[config.mk]
export PLATFORM = sky130hd
export DESIGN_NAME = alu_mdu_ctrl
export DESIGN_NICKNAME = d
export VERILOG_FILES = /design/src/rtl/alu_mdu_ctrl.sv
export SDC_FILE = /design/constraint.sdc
export NUM_CORES = 1
export LEC_CHECK = 0
export CAP_MARGIN = 20
export CELL_PAD_IN_SITES_DETAIL_PLACEMENT = 0
export CELL_PAD_IN_SITES_GLOBAL_PLACEMENT = 2
export CORE_ASPECT_RATIO = 0.9
export CORE_MARGIN = 1.5
export CORE_UTILIZATION = 36
export CTS_CLUSTER_SIZE = 24
export DETAILED_ROUTE_END_ITERATION = 10
export PLACE_DENSITY = 0.93
export SYNTH_ARGS = -nofsm -noshare
export SYNTH_HDL_FRONTEND = slang
export SYNTH_SLANG_ARGS = --single-unit
[constraint.sdc]
create_clock -name clk -period 6.43 [get_ports clk]
set_input_delay 1.929 -clock clk [delete_from_list [all_inputs] [get_ports clk]]
set_output_delay 1.929 -clock clk [all_outputs]
set_load 0.02 [all_outputs]
[src/rtl/alu_mdu_ctrl.sv]
// alu_mdu_ctrl: RV32I ALU control decoder plus iterative M-extension multiply/divide unit
module alu_mdu_ctrl #(
    parameter int XLEN = 32
) (
    input  logic            clk,
    input  logic            rst_n,
    input  logic [1:0]      alu_op,
    input  logic [6:0]      funct7,
    input  logic [2:0]      funct3,
    input  logic [XLEN-1:0] op_a,
    input  logic [XLEN-1:0] op_b,
    input  logic            in_valid,
    input  logic            flush,
    output logic [3:0]      alu_ctrl,
    output logic            illegal_op,
    output logic            in_ready,
    output logic [XLEN-1:0] md_result,
    output logic            md_valid,
    output logic            md_busy,
    output logic            stall
);
    localparam int CW = $clog2(XLEN);
    typedef enum logic [1:0] {IDLE, MUL, DIV, DONE} state_t;
    state_t state, state_nx;
    logic [3:0] base;
    logic [XLEN-1:0] hi, lo, mc, hi_nx, lo_nx, res_nx, spec_res, a_mag, b_mag;
    logic [XLEN:0] sum, trial;
    logic [2*XLEN-1:0] prod;
    logic [2:0] f3;
    logic [CW-1:0] cnt;
    logic neg_q, neg_r, md_req, accept, is_div, sa, sb, a_neg, b_neg, div0, ovf, special, last;
    always_comb begin
        case (funct3)
            3'b000: base = 4'b0010;
            3'b001: base = 4'b0100;
            3'b010: base = 4'b1000;
            3'b011: base = 4'b1001;
            3'b100: base = 4'b0011;
            3'b101: base = 4'b0101;
            3'b110: base = 4'b0001;
            default: base = 4'b0000;
        endcase
        alu_ctrl = 4'b1111;
        case (alu_op)
            2'b00: alu_ctrl = 4'b0010;
            2'b01: alu_ctrl = 4'b0110;
            2'b10: alu_ctrl = funct7 == 7'b0000000 ? base :
                              funct7 == 7'b0000001 ? 4'b1110 :
                              funct7 == 7'b0100000 && funct3 == 3'b000 ? 4'b0110 :
                              funct7 == 7'b0100000 && funct3 == 3'b101 ? 4'b0111 : 4'b1111;
            default: alu_ctrl = funct3 == 3'b001 ? (funct7 == 7'b0000000 ? base : 4'b1111) :
                                funct3 == 3'b101 ? (funct7 == 7'b0000000 ? 4'b0101 :
                                                    funct7 == 7'b0100000 ? 4'b0111 : 4'b1111) : base;
        endcase
    end
    assign illegal_op = alu_ctrl == 4'b1111;
    assign md_req     = in_valid & (alu_ctrl == 4'b1110);
    assign in_ready   = state == IDLE;
    assign md_busy    = state != IDLE;
    assign md_valid   = state == DONE;
    assign stall      = md_req & (state != DONE);
    assign accept     = md_req & in_ready & ~flush;
    // Operand signedness: MULH/MULHSU/DIV/REM treat op_a as signed; MULH/DIV/REM op_b too
    assign is_div   = funct3[2];
    assign sb       = (funct3 == 3'b001) | (funct3[2] & ~funct3[0]);
    assign sa       = sb | (funct3 == 3'b010);
    assign a_neg    = sa & op_a[XLEN-1];
    assign b_neg    = sb & op_b[XLEN-1];
    assign a_mag    = a_neg ? -op_a : op_a;
    assign b_mag    = b_neg ? -op_b : op_b;
    assign div0     = op_b == '0;
    assign ovf      = sb & funct3[2] & (op_a == {1'b1, {(XLEN-1){1'b0}}}) & (&op_b);
    assign special  = is_div & (div0 | ovf);
    assign spec_res = funct3[1] ? (div0 ? op_a : '0) : (div0 ? '1 : op_a);
    // hi/lo hold {partial product, multiplier} for MUL and {remainder, quotient} for DIV
    assign sum    = {1'b0, hi} + (lo[0] ? {1'b0, mc} : '0);
    assign trial  = {hi, lo[XLEN-1]} - {1'b0, mc};
    assign hi_nx  = state == MUL ? sum[XLEN:1] : trial[XLEN] ? {hi[XLEN-2:0], lo[XLEN-1]} : trial[XLEN-1:0];
    assign lo_nx  = state == MUL ? {sum[0], lo[XLEN-1:1]} : {lo[XLEN-2:0], ~trial[XLEN]};
    assign prod   = neg_q ? -{hi_nx, lo_nx} : {hi_nx, lo_nx};
    assign res_nx = state == MUL ? (f3 == 3'b000 ? prod[XLEN-1:0] : prod[2*XLEN-1:XLEN]) :
                    f3[1] ? (neg_r ? -hi_nx : hi_nx) : (neg_q ? -lo_nx : lo_nx);
    assign last   = cnt == CW'(XLEN-1);
    always_ff @(posedge clk or negedge rst_n) begin
        if (!rst_n) state <= IDLE;
        else state <= state_nx;
    end
    always_comb begin
        state_nx = state;
        case (state)
            IDLE:     state_nx = accept ? (special ? DONE : is_div ? DIV : MUL) : IDLE;
            MUL, DIV: state_nx = last ? DONE : state;
            default:  state_nx = IDLE;
        endcase
        if (flush) state_nx = IDLE;
    end
    always_ff @(posedge clk or negedge rst_n) begin
        if (!rst_n) begin
            hi        <= '0;
            lo        <= '0;
            mc        <= '0;
            f3        <= '0;
            neg_q     <= 1'b0;
            neg_r     <= 1'b0;
            cnt       <= '0;
            md_result <= '0;
        end else if (accept) begin
            hi    <= '0;
            lo    <= is_div ? a_mag : b_mag;
            mc    <= is_div ? b_mag : a_mag;
            f3    <= funct3;
            neg_q <= a_neg ^ b_neg;
            neg_r <= a_neg;
            cnt   <= '0;
            if (special) md_result <= spec_res;
        end else if ((state == MUL || state == DIV) && !flush) begin
            hi  <= hi_nx;
            lo  <= lo_nx;
            cnt <= cnt + 1'b1;
            if (last) md_result <= res_nx;
        end
    end
endmodule

Word-level counts from Yosys, hierarchy flattened
Index checks and enable logic that the tools add are counted.

Register bits after elaboration: 140. Input port bits: 80.

$add $sub $neg: 8. Eq/ne operators: 20. Muxes and demuxes: 44. Bitwise logic cells: 18. Reduce and logical (&&, ||, !) cells: 17.

Operators with widths (number): $mux 32 (24); $neg 32->32 (4); $mux 64 (1); $neg 64->64 (1); $mux 4 (9); $add 32x32->33 (1); $sub 33x32->33 (1); $eq 32x32->1 const B (1); $logic_not 32->1 (1); $reduce_and 32->1 (1); $pmux 4 s7 (1); $pmux 4 s3 (1); $and 1x1->1 (11); $mux 2 (5); $mux 5 (2); $eq 3x3->1 const B (3); $eq 4x4->1 const B (2); $eq 7x1->1 const B (1); $eq 7x6->1 const B (1); $logic_not 7->1 (1); $eq 2x2->1 const B (3); $eq 3x2->1 const B (2); $logic_not 3->1 (2); $reduce_bool 2->1 (3); other kinds (17) (25).

Logic depth before layout (Yosys ltp)
Gate-level depths: netlist of run 1.

Word-level depth: 14. Gate-level depth with buffers: 28. Gate-level depth less buffers: 23.

Worst setup path after synthesis of run 1
Ideal clock, no wire load.

Path type: reg-to-reg. Start: register state[0]. End: register md_result[30]. Library setup time: 0.104 ns. Arrival time: 5.762 ns. Data required time: 6.326 ns. Slack: 0.565 ns. Stages on the path, launching flop included: 27. Path buffers: 12. Clock period less this slack: 5.865 ns. Cells stage by stage: dfrtp_1 > ha_1 > buf_2 > buf_2 > buf_2 > buf_2 > buf_2 > buf_2 > buf_2 > clkbuf_1 > buf_2 > buf_2 > buf_2 > buf_1 > a21oi_1 > ha_1 > o211a_1 > o2111ai_1 > or4_1 > or3_1 > nor2_1 > o21ai_0 > or4_1 > o31ai_1 > xnor2_1 > o21ai_1 > a221oi_1.

Longest elaborated chain between the ends: 9. Elaborated cells on any way between the ends: 25.

Ends and longest elaborated chain: start, declared (RTL line 24) `state_t state, state_nx;`; start signal, assigned (RTL line 86) `else state <= state_nx;`; $eq 2x1->1; $mux 32 (on tied branches) (RTL line 79, 78); $neg 64->64 or $neg 32->32 (tied branches) (RTL line 80, 82); $mux 64 or $mux 32 (tied branches) (RTL line 80, 82); $mux 32 (on tied branches) (RTL line 81, 82); $mux 32 (RTL line 81) `assign res_nx = state == MUL ? (f3 == 3'b000 ? prod[XLEN-1:0] : prod[2*XLEN-1:XLEN]) :`; $mux 32 (RTL line 120) `if (last) md_result <= res_nx;`; $mux 32 (RTL line 116) `end else if ((state == MUL || state == DIV) && !flush) begin`; $mux 32 (RTL line 107) `end else if (accept) begin`; end signal, assigned (RTL line 115) `if (special) md_result <= spec_res;`; end signal, assigned (RTL line 120); end, declared (RTL line 17) `output logic [XLEN-1:0] md_result,`.

Several ways; a longest one is shown, not always the timed one. The select of a mux whose other input is x is not followed. A chain may end at the register's enable or synchronous reset.

Worst setup path in the final report of run 1
Start: input port funct7[3]. End: output port stall.

Longest elaborated chain between the ends: 10. Elaborated cells on any way between the ends: 18.

Ends and longest elaborated chain: start, declared (RTL line 8) `input logic [6:0] funct7,`; $eq 7x6->1 (RTL line 49, 50, 53); $logic_and 1x1->1 (RTL line 50) `funct7 == 7'b0100000 && funct3 == 3'b101 ? 4'b0111 : 4'b1111;`; $mux 4 (RTL line 50); $mux 4 (RTL line 49) `funct7 == 7'b0100000 && funct3 == 3'b000 ? 4'b0110 :`; $mux 4 (RTL line 48) `funct7 == 7'b0000001 ? 4'b1110 :`; $mux 4 (RTL line 47) `2'b10: alu_ctrl = funct7 == 7'b0000000 ? base :`; $pmux 4 s3 * (RTL line 44) `case (alu_op)`; $eq 4x4->1 * (RTL line 57) `assign md_req = in_valid & (alu_ctrl == 4'b1110);`; $and 1x1->1 * (RTL line 57); $and 1x1->1 * (RTL line 61) `assign stall = md_req & (state != DONE);`; end, declared (RTL line 20) `output logic stall`.

Every way passes the cells marked *; elsewhere a longest branch is shown, timed or not.

==> results of run 1 <==
==> state kept, by name (all words and copies together), names as in the netlist <==
signal     flops
cnt            5
f3             3
hi            32
lo            32
mc            32
md_result     32
neg_q          1
neg_r          1
state          2
==> worst max-delay path by stage <==
stage                          from                        end  slack [ns]  cells after the start
2_1_floorplan  state[0]$_DFFE_PN0P_  md_result[30]$_DFFE_PN0P_        0.56                     26
3_3_place_gp              funct7[3]                      stall        0.13                      9
5_1_grt                   funct7[3]                      stall        0.04                      9
3_5_place_dp              funct7[3]                      stall        0.12                      9
4_1_cts                   funct7[3]                      stall         0.1                      9
6_report                  funct7[3]                      stall        0.26                      9
==> through the flow <==
stage / instance area (um2) / power [W] / setup WS [ns]
after global placement: 18890 / 0.004339 / 0.1254
final: 19520 / 0.005567 / 0.2596
after floorplan: 16930 / 0.003230 / 0.5646
after CTS: 19500 / 0.005444 / 0.09943
after detailed placement: 18890 / 0.004354 / 0.1214
after global routing: 19520 / 0.005831 / 0.03789
==> kinds of logic (layout without fill, tap and decap cells) <==
logic type / Yosys count / after routing / share of synthesized area [%]
AOI/OAI and AO/OA: 818 / 818 / 31.78
DFF: 140 / 140 / 20.69
buffers and inverters: 213 / 291 / 5.085
other: 0 / 1 / 0
and+or+nand+nor: 822 / 822 / 23.80
xor gates and xnor gates: 184 / 184 / 9.519
adders and majority gates: 77 / 77 / 5.765
muxes: 55 / 55 / 3.363
==> power groups by stage <==
stage                     logic [W]  clock network (W)  registers [W]
final                       0.00324            0.00109        0.00123
after global routing        0.00347            0.00112        0.00124
after CTS                   0.00313            0.00109        0.00122
after detailed placement    0.00312                  0        0.00124
after global placement      0.00311                  0        0.00123
after floorplan             0.00209                  0        0.00114
==> worst min-delay path: cells and delay by family, from the launching register on <==
kind / cells / cell delay, ns
AND/OR/NAND/NOR: 1 / 0.05
flip-flops: 1 / 0.34
AO/OA/AOI/OAI: 1 / 0.05
==> layout make-up <==
type	count	area (um2)	area share (%)
clock inverter	13	165.2	0.8459
timing repair buffer	189	1743	8.927
inverter	71	266.5	1.365
clock buffer	18	439.2	2.249
sequential	140	3503	17.94
antenna	1	2.502	0.01282
tap	616	770.7	3.948
multi-input combinational	1956	12630	64.71
==> layer usage <==
metal	share of wire, %	track usage (%)	vias up
li1	-	-	8695
met1	45	47.49	9386
met2	41	44.92	1105
met3	11	6.318	128
met4	3.3	10.66	0
met5	0	0	-
==> cells in the final DEF, fill, tap and decap left out, drive strengths merged, types with 12 or more instances in the layout <==
master           n
nand2b          22
and3            20
a221o           12
a31oi           22
nor2b           13
a22o            22
a21oi          216
and2            52
mux2i           40
a21o            33
xnor2          106
ha              74
a211oi          36
clkbuf          18
mux2            15
nor3            69
inv             73
o31ai           45
nor4            21
nand3           43
buf             71
o22a            12
nor2           195
nand4           31
o211ai          26
nand2          261
a221oi          16
xor2            78
clkdlybuf4s50  118
o21a            12
or3             33
a22oi           25
o21ai          216
o41ai           17
or4             19
dfrtp          140
or2             13
==> what timing repair did <==
item                       CTS  global route
buffers inserted             0             0
gates resized for setup      0             5
setup endpoints to repair    0             5
==> results.sh, run 1 <==
export IMPL_status="complete, no violations"
export IMPL_period_needed_ns=6.170
export IMPL_die_h_um=208.7
export IMPL_worst_r2r_setup_slack_ns=0.38
export IMPL_cts_root_buf="clkbuf_16"
export IMPL_dpl_hpwl_um=61310
export IMPL_switching_share_pct=50.54
export IMPL_reg2reg_to="md_result[26]$_DFFE_PN0P_"
export IMPL_critPathSlowestCell="clkdlybuf4s50_1"
export IMPL_hold_violations=0
export IMPL_instances_no_fill=3004
export IMPL_ys_types=98
export IMPL_power_density_mw_per_mm2=285.1
export IMPL_first_iter_violations=2563
export IMPL_worstHoldPathType="reg2reg"
export IMPL_rsz0062_at_grt="no"
export IMPL_clock_latency_ns=0.46
export IMPL_crit_required_ns=4.50
export IMPL_cts_tree="built"
export IMPL_num_rows=75
export IMPL_viasPerCell=6.429
export IMPL_synth_top_cell_by_area="dfrtp_1"
export IMPL_start_util_pct=36.37
export IMPL_synth_cells=2309
export IMPL_cp_max_fo=3
export IMPL_start_kind="input pin"
export IMPL_fin_skew_ns=0.01070
export IMPL_first_global_vias=17583
export IMPL_grt_usage_pct=31.79
export IMPL_hp_start="md_result[1]$_DFFE_PN0P_"
export IMPL_dieArea_mm2=0.04834
export IMPL_clockPowerShare_pct=19.7
export IMPL_io_buffers=120
export IMPL_async_flop_share_pct=100.0
export IMPL_core_area_mm2=0.04654
export IMPL_fmax_mhz=162.1
export IMPL_yosysWarnings=0
export IMPL_p_comb_share_pct=58.3
export IMPL_drcViolationCount=0
export IMPL_worstPathCellList="clkdlybuf4s50_1, nor4_4, nand3_1, o311ai_1, a2bb2oi_1, o21ai_1, nand3_1, nor2_1, clkdlybuf4s50_1"
export IMPL_first_pass_iters=6
export IMPL_cp_arrival_ns=4.24
export IMPL_r2r_cells=23
export IMPL_end_kind="output pin"
export IMPL_r2r_start="lo[31]$_DFFE_PN0P_"
export IMPL_critPathTopFamily="buffers and inverters"
export IMPL_grt_pass1_wl_um=115400
export IMPL_grt_max_degree=111
export IMPL_totalWireLength_um=78030
export IMPL_seqPwrFrac_pct=22.1
export IMPL_fill_cells=4834
export IMPL_grt_overflow=0
export IMPL_clockBufferDepth=2
export IMPL_htree_levels=4
export IMPL_final_util_pct=41.95
export IMPL_synth_edf_count=0
export IMPL_antenna_found_initial=0
export IMPL_worst_pin_slew_ns=1.078
export IMPL_drv_cap=0
export IMPL_nNetsFinal=2531
export IMPL_tns_ns=0
export IMPL_cts_made_buffers=17
export IMPL_switching_power_w=0.002813
export IMPL_syn_area_per_cell_um2=7.332
export IMPL_layout_drive_gt1_share_pct=7.331
export IMPL_synth_ff_type="dfrtp_1"
export IMPL_yosysSeqAreaShare_pct=20.69
export IMPL_path_class="in2out"
export IMPL_p_leak_nw=7.778
export IMPL_place_gp_congestion=0.9939
export IMPL_synth_seq_cells=140
export IMPL_slew_headroom_pct=27.72
export IMPL_die_w_um=231.6
export IMPL_whs_endpoint="md_result[1]$_DFFE_PN0P_"
export IMPL_max_stage_delay_ns=0.62
export IMPL_ir_drop_v=0.0001550
export IMPL_ctsHoldBuffers=0
export IMPL_setup_viol=0
export IMPL_clkTransAtPathRegs_ns=0.07
export IMPL_clock_sinks=140
export IMPL_drv_slew=0
export IMPL_whs_ns=0.4782
export IMPL_netlist_top_cells_count="259 x nand2_1, 212 x a21oi_1, 194 x nor2_1, 187 x o21ai_0, 140 x dfrtp_1"
export IMPL_postRouteAntennaNets=0
export IMPL_mappedNetlistNets=2465
export IMPL_hold_depth=2
export IMPL_num_vias=19314
export IMPL_placedCellCount=2972
export IMPL_fin_crit_sh_pct=95.96
export IMPL_path_buf_inv=2
export IMPL_num_io_pins=121
export IMPL_area_delta_synth_final_pct=15.32
export IMPL_internal_power_w=0.002754
export IMPL_wl_per_cell_um=25.97
export IMPL_synth_top_area_share_pct=20.69
export IMPL_syn_area_mm2=0.01693
export IMPL_synth_area_leaders="dfrtp_1 21%, a21oi_1 6.3%, nand2_1 5.7%"
export IMPL_synth_most_common_cell="nand2_1"
(Power assumes the default switching activity.)
==> run 2: changes to the inputs <==
HOLD_SLACK_MARGIN = 0.06   (was default)
==> results of run 2 <==
Final layout, timing and power as in run 1 (identical DEF).
==> run 3: changes to the inputs <==
CORE_ASPECT_RATIO = 1.4   (was 0.9)
==> run 3 against run 2 <==
  * Cell area is 0.53% higher
  * Largest power group unchanged
  * Register-to-register slack improved by 0.08 ns
  * First-iteration DRC count down 34%
  * Cell count increased by 0.63%
  * Critical path depth rose by 1
  * Sequential share of layout area fell by 0.095 points
  * Critical endpoint is now illegal_op
  * Wire length decreased by 4.6%
  * Count of clock-buffer cells in the layout shrank 1
  * Combinational power fell by 5%
==> results.sh, run 3 (synthesis results as in run 1) <==
export IMPL_final_cell_mix="259 x nand2_1, 212 x a21oi_1, 191 x nor2_1, 186 x o21ai_0, 140 x dfrtp_1"
export IMPL_fmax_mhz=160.7
export IMPL_cp_max_fo=4
export IMPL_slew_headroom_pct=38.04
export IMPL_core_area_mm2=0.04620
export IMPL_p_leak_nw=7.859
export IMPL_postRouteAntennaNets=0
export IMPL_cp_arrival_ns=4.29
export IMPL_clock_latency_ns=0.46
export IMPL_grt_usage_pct=30.79
export IMPL_grt_overflow=0
export IMPL_worst_pin_slew_ns=0.9173
export IMPL_area_delta_synth_final_pct=15.93
export IMPL_hold_depth=2
export IMPL_setup_viol=0
export IMPL_instances_no_fill=3023
export IMPL_clock_sinks=140
export IMPL_first_iter_violations=1679
export IMPL_drv_slew=0
export IMPL_layout_drive_gt1_share_pct=7.980
export IMPL_placedCellCount=2991
export IMPL_io_buffers=120
export IMPL_first_pass_iters=6
export IMPL_setup_slack_ns=0.2063
export IMPL_hp_start="md_result[1]$_DFFE_PN0P_"
export IMPL_rsz0062_at_grt="no"
export IMPL_reg2reg_to="md_result[30]$_DFFE_PN0P_"
export IMPL_path_class="in2out"
export IMPL_grt_pass1_wl_um=111300
export IMPL_worstHoldPathType="reg2reg"
export IMPL_cts_made_buffers=17
export IMPL_dieArea_mm2=0.04836
export IMPL_start_util_pct=36.65
export IMPL_end_kind="output pin"
export IMPL_hold_violations=0
export IMPL_p_total_w=0.005334
export IMPL_status="complete, no violations"
export IMPL_fin_crit_sh_pct=96.79
export IMPL_htree_levels=4
export IMPL_crit_required_ns=4.50
export IMPL_place_gp_congestion=0.9569
export IMPL_fill_cells=4846
export IMPL_cts_root_buf="clkbuf_16"
export IMPL_whs_ns=0.4946
export IMPL_start_kind="input pin"
export IMPL_cts_tree="built"
export IMPL_wl_per_cell_um=24.63
export IMPL_clkTransAtPathRegs_ns=0.07
export IMPL_num_vias=18667
export IMPL_drv_cap=0
export IMPL_grt_max_degree=61
export IMPL_r2r_start="lo[31]$_DFFE_PN0P_"
export IMPL_n_antenna_cell=0
export IMPL_first_global_vias=18275
export IMPL_startpoint="funct7[3]"
export IMPL_whs_endpoint="md_result[1]$_DFFE_PN0P_"
export IMPL_ctsHoldBuffers=0
export IMPL_power_density_mw_per_mm2=271.8
export IMPL_layout_commonest_cell="nand2_1"
export IMPL_period_needed_ns=6.224
export IMPL_die_w_um=186.3
export IMPL_r2r_cells=22
export IMPL_drcViolationCount=0
export IMPL_ir_drop_v=0.0002520
export IMPL_clockBufferDepth=2
export IMPL_dpl_hpwl_um=59060
export IMPL_worst_r2r_setup_slack_ns=0.46
export IMPL_totalWireLength_um=74470
export IMPL_die_h_um=259.6
export IMPL_num_io_pins=121
export IMPL_nNetsFinal=2549
export IMPL_fin_skew_ns=0.008706
export IMPL_viasPerCell=6.175
export IMPL_num_rows=93
export IMPL_antenna_found_initial=0
export IMPL_dpl_worst_slack_ns=0.004858
-- run 3: layer usage --
metal | GRT usage (%) | up-vias | wire, um
met1 | 35.84 | 8959 | 29150
met2 | 54.01 | 786 | 37050
met4 | 18.35 | 0 | 4804
met5 | 0 | - | 0
li1 | - | 8727 | -
met3 | 3.221 | 195 | 3458
-- run 3: layout make-up --
type | count | area [um2] | share of cell area, %
Tap cell | 617 | 772.0 | 3.933
Inverter | 71 | 266.5 | 1.358
Timing Repair Buffer | 207 | 1881 | 9.581
Sequential cell | 140 | 3503 | 17.85
Clock inverter | 15 | 162.7 | 0.8287
Multi-Input combinational cell | 1956 | 12620 | 64.28
Clock buffer | 17 | 425.4 | 2.167
-- run 3: how the worst max path moves through the flow --
stage,to,slack [ns],cells past startpoint
finish,illegal_op,0.21,10
global route,illegal_op,0.05,10
CTS,stall,0.006,10
detailed placement,stall,0.005,10
global placement,stall,-0.009,10
floorplan,md_result[30]$_DFFE_PN0P_,0.56,26
-- run 3: through the flow --
stage / setup TNS (ns) / util [%] / instance area, um2
after floorplan: 0 / - / 16930
after global placement: -0.008953 / 41.20 / 19030
after detailed placement: 0 / 41.20 / 19030
after CTS: 0 / 42.47 / 19620
after global routing: 0 / 42.49 / 19630
final: 0 / 42.49 / 19630
-- run 3: timing repair --
action | 4_1_cts | 5_1_grt
hold endpoints to repair | 0 | 0
buffers inserted | 0 | 0
endpoints found under the setup margin | 0 | 3
resized for setup | 0 | 2
-- run 3: report_power, final --
group	internal (W)	switching (W)
Clock	0.000578	0.000469
Sequential	0.00102	0.000194
Combinational	0.00110	0.00197
-- run 3: critical path, cell delays in order --
cell and delay (ns):
clkdlybuf4s50_1 0.41, nor4_2 0.33, nand3_1 0.17, nor2_1 0.15, a2bb2oi_1 0.18, o21ai_1 0.08, buf_4 0.18, buf_4 0.15
nor2b_1 0.10, clkdlybuf4s50_1 0.61
